$ cat config.mk
export PLATFORM = sky130hd
export DESIGN_NAME = cla_serial_adder_flat
export DESIGN_NICKNAME = d
export VERILOG_FILES = /design/src/rtl/cla_serial_adder_if.sv /design/src/rtl/cla_serial_adder.sv /design/src/flat_wrapper.sv
export SDC_FILE = /design/constraint.sdc
export NUM_CORES = 1
export LEC_CHECK = 0
export BUFFER_PORTS_ARGS = -buffer_cell sky130_fd_sc_hd__clkbuf_2
export CORE_ASPECT_RATIO = 2
export CORE_MARGIN = 4
export CORE_UTILIZATION = 58
export CTS_CLUSTER_DIAMETER = 120
export CTS_CLUSTER_SIZE = 20
export DETAILED_ROUTE_END_ITERATION = 8
export PLACE_DENSITY = 0.84
export REMOVE_ABC_BUFFERS = 1
export SLEW_MARGIN = 20
export SYNTH_ARGS = -nofsm -noshare
export SYNTH_HDL_FRONTEND = slang
export SYNTH_SLANG_ARGS = --single-unit
$ cat constraint.sdc
create_clock -name clk -period 6.25 [get_ports clk]
set_clock_uncertainty 0.05 [all_clocks]
set_input_delay 0.3125 -clock clk [delete_from_list [all_inputs] [get_ports clk]]
set_output_delay 0.3125 -clock clk [all_outputs]
set_load 0.02 [all_outputs]
$ cat src/rtl/cla_serial_adder_if.sv
// rtl/cla_serial_adder_if.sv - operand/result handshake bundle for cla_serial_adder
interface cla_serial_adder_if #(
    parameter int WIDTH = 16
);
    logic             in_valid;
    logic             in_ready;
    logic [WIDTH-1:0] in_a;
    logic [WIDTH-1:0] in_b;
    logic             in_cin;
    logic             out_valid;
    logic             out_ready;
    logic [WIDTH-1:0] out_sum;
    logic             out_cout;
    logic             out_ovf;
    logic             busy;

    modport master (
        output in_valid, in_a, in_b, in_cin, out_ready,
        input  in_ready, out_valid, out_sum, out_cout, out_ovf, busy
    );

    modport slave (
        input  in_valid, in_a, in_b, in_cin, out_ready,
        output in_ready, out_valid, out_sum, out_cout, out_ovf, busy
    );
endinterface

$ cat src/rtl/cla_serial_adder.sv
// rtl/cla_serial_adder.sv - multi-cycle wide adder driving one 4-bit CLA slice per nibble
module carry_look_ahead (
    input  logic [3:0] a,
    input  logic [3:0] b,
    input  logic       cin,
    output logic [3:0] s,
    output logic       cout
);
    logic [3:0] g;
    logic [3:0] p;
    logic [4:0] c;

    assign g = a & b;
    assign p = a ^ b;

    // Carries are expanded from generate/propagate terms, not rippled.
    assign c[0] = cin;
    assign c[1] = g[0] | (p[0] & cin);
    assign c[2] = g[1] | (p[1] & g[0]) | (p[1] & p[0] & cin);
    assign c[3] = g[2] | (p[2] & g[1]) | (p[2] & p[1] & g[0]) | (p[2] & p[1] & p[0] & cin);
    assign c[4] = g[3] | (p[3] & g[2]) | (p[3] & p[2] & g[1]) | (p[3] & p[2] & p[1] & g[0])
                | (p[3] & p[2] & p[1] & p[0] & cin);

    assign s    = p ^ c[3:0];
    assign cout = c[4];
endmodule

module cla_serial_adder #(
    parameter int WIDTH = 16
) (
    input  logic                  clk,
    input  logic                  rst,
    cla_serial_adder_if.slave     bus
);
    localparam int NIBBLES = WIDTH / 4;
    localparam int IDX_W   = (NIBBLES > 1) ? $clog2(NIBBLES) : 1;
    localparam logic [IDX_W-1:0] LAST_IDX = IDX_W'(NIBBLES - 1);

    typedef enum logic [1:0] {
        IDLE = 2'd0,
        RUN  = 2'd1,
        DONE = 2'd2
    } state_t;

    state_t           state;
    state_t           state_next;
    logic [IDX_W-1:0] idx;
    logic             carry;
    logic [WIDTH-1:0] a_q;
    logic [WIDTH-1:0] b_q;
    logic [WIDTH-1:0] sum_q;
    logic             cout_q;
    logic             ovf_q;

    logic [3:0]       nib_a;
    logic [3:0]       nib_b;
    logic [3:0]       nib_s;
    logic             nib_cout;
    logic             accept;
    logic             last_nib;

    assign accept   = (state == IDLE) && bus.in_valid;
    assign last_nib = (idx == LAST_IDX);

    // Select the operand nibble for the current pass with constant slices only.
    always_comb begin
        nib_a = 4'd0;
        nib_b = 4'd0;
        for (int i = 0; i < NIBBLES; i++) begin
            if (idx == IDX_W'(i)) begin
                nib_a = a_q[4*i +: 4];
                nib_b = b_q[4*i +: 4];
            end
        end
    end

    carry_look_ahead u_cla (
        .a    (nib_a),
        .b    (nib_b),
        .cin  (carry),
        .s    (nib_s),
        .cout (nib_cout)
    );

    // State register.
    always_ff @(posedge clk or posedge rst) begin
        if (rst) begin
            state <= IDLE;
        end else begin
            state <= state_next;
        end
    end

    // Next-state decode: accept in IDLE, one pass per cycle in RUN, hold in DONE until taken.
    always_comb begin
        state_next = state;
        case (state)
            IDLE:    if (bus.in_valid) state_next = RUN;
            RUN:     if (last_nib) state_next = DONE;
            DONE:    if (bus.out_ready) state_next = IDLE;
            default: state_next = IDLE;
        endcase
    end

    // Datapath: latch operands on accept, then fold one CLA nibble into the sum per RUN cycle.
    always_ff @(posedge clk or posedge rst) begin
        if (rst) begin
            idx    <= '0;
            carry  <= 1'b0;
            a_q    <= '0;
            b_q    <= '0;
            sum_q  <= '0;
            cout_q <= 1'b0;
            ovf_q  <= 1'b0;
        end else begin
            if (accept) begin
                a_q   <= bus.in_a;
                b_q   <= bus.in_b;
                carry <= bus.in_cin;
                idx   <= '0;
            end else if (state == RUN) begin
                for (int i = 0; i < NIBBLES; i++) begin
                    if (idx == IDX_W'(i)) begin
                        sum_q[4*i +: 4] <= nib_s;
                    end
                end
                carry <= nib_cout;
                if (last_nib) begin
                    cout_q <= nib_cout;
                    // Carry into the MSB is recovered from the top nibble's bit-3 sum.
                    ovf_q  <= nib_cout ^ (nib_a[3] ^ nib_b[3] ^ nib_s[3]);
                end else begin
                    idx <= idx + 1'b1;
                end
            end else if ((state == DONE) && bus.out_ready) begin
                idx <= '0;
            end
        end
    end

    assign bus.in_ready  = (state == IDLE);
    assign bus.out_valid = (state == DONE);
    assign bus.busy      = (state == RUN) || (state == DONE);
    assign bus.out_sum   = sum_q;
    assign bus.out_cout  = cout_q;
    assign bus.out_ovf   = ovf_q;
endmodule

$ cat src/flat_wrapper.sv
// flat-port wrapper written by rule: the top's interface ports become plain ports
module cla_serial_adder_flat 
#(
    parameter int WIDTH = 16
)
  (clk, rst, bus_in_valid, bus_in_a, bus_in_b, bus_in_cin, bus_out_ready, bus_in_ready, bus_out_valid, bus_out_sum, bus_out_cout, bus_out_ovf, bus_busy);
  cla_serial_adder_if #(.WIDTH(WIDTH)) bus_i ();
  input  logic clk;
  input  logic rst;
  input wire logic [$bits(bus_i.in_valid)-1:0] bus_in_valid;
  input wire logic [$bits(bus_i.in_a)-1:0] bus_in_a;
  input wire logic [$bits(bus_i.in_b)-1:0] bus_in_b;
  input wire logic [$bits(bus_i.in_cin)-1:0] bus_in_cin;
  input wire logic [$bits(bus_i.out_ready)-1:0] bus_out_ready;
  output wire logic [$bits(bus_i.in_ready)-1:0] bus_in_ready;
  output wire logic [$bits(bus_i.out_valid)-1:0] bus_out_valid;
  output wire logic [$bits(bus_i.out_sum)-1:0] bus_out_sum;
  output wire logic [$bits(bus_i.out_cout)-1:0] bus_out_cout;
  output wire logic [$bits(bus_i.out_ovf)-1:0] bus_out_ovf;
  output wire logic [$bits(bus_i.busy)-1:0] bus_busy;
  assign bus_i.in_valid = bus_in_valid;
  assign bus_i.in_a = bus_in_a;
  assign bus_i.in_b = bus_in_b;
  assign bus_i.in_cin = bus_in_cin;
  assign bus_i.out_ready = bus_out_ready;
  assign bus_in_ready = bus_i.in_ready;
  assign bus_out_valid = bus_i.out_valid;
  assign bus_out_sum = bus_i.out_sum;
  assign bus_out_cout = bus_i.out_cout;
  assign bus_out_ovf = bus_i.out_ovf;
  assign bus_busy = bus_i.busy;
  cla_serial_adder #(.WIDTH(WIDTH)) u_core (.clk(clk), .rst(rst), .bus(bus_i));
endmodule
==> impl_metrics.csv <==
group,metric,value,unit
power_and_ir_drop,p_leak,0.00144,uW
sta,timing.final.crit_share,47.1,%
sta,hold_viol,0,
worst_setup_path,end_kind,"flop",
power_and_ir_drop,switching_share,42.3,%
synthesis,syn_area,2660,um^2
clocking,cts_buffer_depth,2,
power_and_ir_drop,p_seq_share,34.9,%
clocking,post-cts-setup-buffer-count,0,
worst_setup_path,reg2reg_slack,3.31,ns
synthesis,ys_seq_area_share,51.7,%
finish,area_growth,15.4,%
sta,whs,0.0939,ns
synthesis,yosysWarnings,0,
worst_setup_path,cp_max_fo,17,
route,antenna_left,0,
clocking,cts-root-buf,"clkbuf_8",
worst_setup_path,worstPathRequired,6.38,ns
synthesis,synthCells,237,
global_routing,grt_max_degree,56,
place,portBuffers,57,
run_status,status,"completed",
worst_setup_path,worstReg2RegStart,"u_core.idx[1]",
clocking,clock_latency,0.30,ns
global_routing,grt.overflow.total,0,
route,dr.first_iter.drc_count,49,
synthesis,synthAdderAreaFrac,6.39,%
power_and_ir_drop,p_per_area,595,nW/um^2
finish,antennaDiodeCount,0,
clocking,cts_inserted_buffers,5,
global_routing,antenna_found_initial,0,
finish,fin_nets,342,
worst_setup_path,r2r_cells,11,
finish,final_cell_mix,"clkbuf_2 (57), dfrtp_1 (55), nand2_1 (36)",
sta,fmax,340,MHz
floorplanning,die_area,5810,um^2
power_and_ir_drop,pwr-share-clk,12.2,%
route,vias_per_cell,5.68,
synthesis,synth_compound_area_share,11.5,%
global_routing,grt_pass1_wl,9100,um
route,finalWirelength,5350,um
synthesis,synth_top_family_by_area,"multiplexers",
synthesis,yosysUniqueCellTypes,31,
sta,tns,0,ns
floorplanning,initial_utilization,60.8,%
place,dp_hpwl,4180,um
route,wl_per_cell,15.4,um
route,vias,1965,
power_and_ir_drop,vdd_drop_max,0.412,mV
floorplanning,row_count,34,
hold_path,holdCritPathClass,"in2async",
worst_setup_path,r2r-end,"u_core.bus.out_sum[3]",
synthesis,yosys.area_share.simple,9.77,%
worst_setup_path,timing.critical_path.arrival,3.07,ns
route,drc,0,
clocking,cts_max_level,2,
global_routing,grt_use_total,19.9,%
clocking,clk_pin_slew_worst_paths,0.09,ns
run,maxCapViolations,0,
worst_setup_path,path_class,"reg2reg",
worst_setup_path,worstSetupEndpoint,"u_core.bus.out_sum[3]",
finish,drive_gt1_share,32.5,%
finish,final_common_cell,"clkbuf_2",
sta,setup_viol,0,
power_and_ir_drop,p_int,1050,uW
synthesis,synth-xor-area-share,1.55,%
floorplanning,dieWidth,55.9,um
floorplanning,io_pins,58,
clocking,cts_repair_resize_count,0,
sta,final_max_slew_viol_count,0,
floorplanning,core_area,4380,um^2
sta,relSlewSlack,40.0,%
sta,worst_pin_slew,0.900,ns
worst_setup_path,worst_setup_path_start_kind,"flop",
synthesis,synth.avg_cell_area,11.2,um^2
power_and_ir_drop,power_frac_comb,53.0,%
synthesis,ys_seq_elements,55,
place,place_congestion,0.867,
sta,rsz0062_at_grt,"false",
clocking,numClockSinks,55,
global_routing,grt_pass1_vias,2084,
route,drt_pass1_iterations,4,
clocking,cts_tree,"done",
worst_setup_path,crit_start,"u_core.idx[1]",
floorplanning,fp.dieH,104,um
power_and_ir_drop,switching_power,774,uW
synthesis,synthMuxAreaShare,16.1,%
clocking,ctsHoldBuffers,0,
sta,fin_crit,2.94,ns
## worst max-delay path, cell delays in order (launching register included)
cell	delay (ns)
dfrtp_1	0.43
inv_1	0.09
ha_1	0.45
nand2_1	0.10
a21oi_1	0.18
a21oi_1	0.05
o21ai_0	0.32
ha_1	0.32
a211o_1	0.32
a21oi_4	0.19
xor2_2	0.22
o21ai_1	0.09
## kinds of logic after synthesis
family / count (synthesis)
buffers and inverters: 17
flip-flops: 55
multiplexers: 38
adder cells (fa/ha/maj): 13
AO/OA/AOI/OAI: 54
XOR/XNOR: 3
AND/OR/NAND/NOR: 57
## worst min-delay path by stage
| stage | depth (start not counted) | from | endpoint |
|---|---|---|---|
| detailed placement | 1 | u_core.a_q[11] | u_core.a_q[11] |
| global route | 2 | bus_in_b[4] | u_core.b_q[4] |
| floorplan | 1 | bus_in_a[0] | u_core.a_q[0] |
| global placement | 2 | u_core.bus.out_sum[9] | u_core.bus.out_sum[9] |
| CTS | 2 | bus_in_b[7] | u_core.b_q[7] |
| finish | 2 | rst | u_core.b_q[8] |
## flip-flops by register name (all words and copies together) (netlist names)
register / flops
u_core.a_q: 16
u_core.b_q: 16
u_core.bus.out_sum: 16
u_core.idx: 2
u_core.state: 2
u_core.bus.out_cout: 1
u_core.bus.out_ovf: 1
u_core.carry: 1
## through the flow
stage / util, % / setup WS, ns / instances / cell area (um^2) / total power (uW)
4_1_cts: 70.1 / 3.34 / 346 / 3070 / 1840
5_1_grt: 70.1 / 3.11 / 346 / 3070 / 1970
3_5_place_dp: 67.8 / 3.36 / 339 / 2970 / 1610
3_3_place_gp: 67.8 / 3.49 / 339 / 2970 / 1560
6_report: 70.1 / 3.31 / 346 / 3070 / 1830
2_1_floorplan: - / 3.64 / 227 / 2610 / 1360
## area by class of cell
| type | count | area (um^2) |
|---|---|---|
| fill | 338 | 1310 |
| tap | 54 | 67.6 |
| inverter | 7 | 27.5 |
| multi-input combinational | 165 | 1210 |
| timing repair buffer | 58 | 293 |
| clock buffer | 6 | 72.6 |
| sequential | 55 | 1380 |
| clock inverter | 1 | 30.0 |
## synth_stat cells, drive strengths merged
cell    instances  area share, %
a211o           1           0.33
a211oi          1           0.28
a21o            1           0.33
a21oi          26            5.3
and2            1           0.24
buf             8            1.8
clkbuf          2           0.28
dfrtp          55             52
fa              1           0.75
ha             12            5.6
inv             7           0.99
mux2           38             16
nand2          36            5.1
nand3           5           0.94
nand3b          8            2.3
nor2            3           0.42
nor2b           1           0.24
nor3            2           0.38
o211ai          1           0.28
o21a            1           0.33
o21ai          22            4.3
o32a            1           0.38
or3             1           0.24
xnor2           1           0.33
xor2            2            1.2
## power by group through the flow
stage,combinational (uW),sequential [uW],clock (uW)
2_1_floorplan,690,668,0
3_3_place_gp,923,639,0
3_5_place_dp,965,646,0
4_1_cts,972,638,226
5_1_grt,1070,658,243
6_report,968,637,222
## metal layers
metal / up-vias / wire length (um) / global-route usage [%]
met5: - / 0 / 0
met4: 0 / 172 / 9.85
met3: 16 / 240 / 3.36
met2: 62 / 3070 / 37.6
met1: 950 / 1860 / 20.3
li1: 937 / - / -
Power figures use the tool's default switching activity.
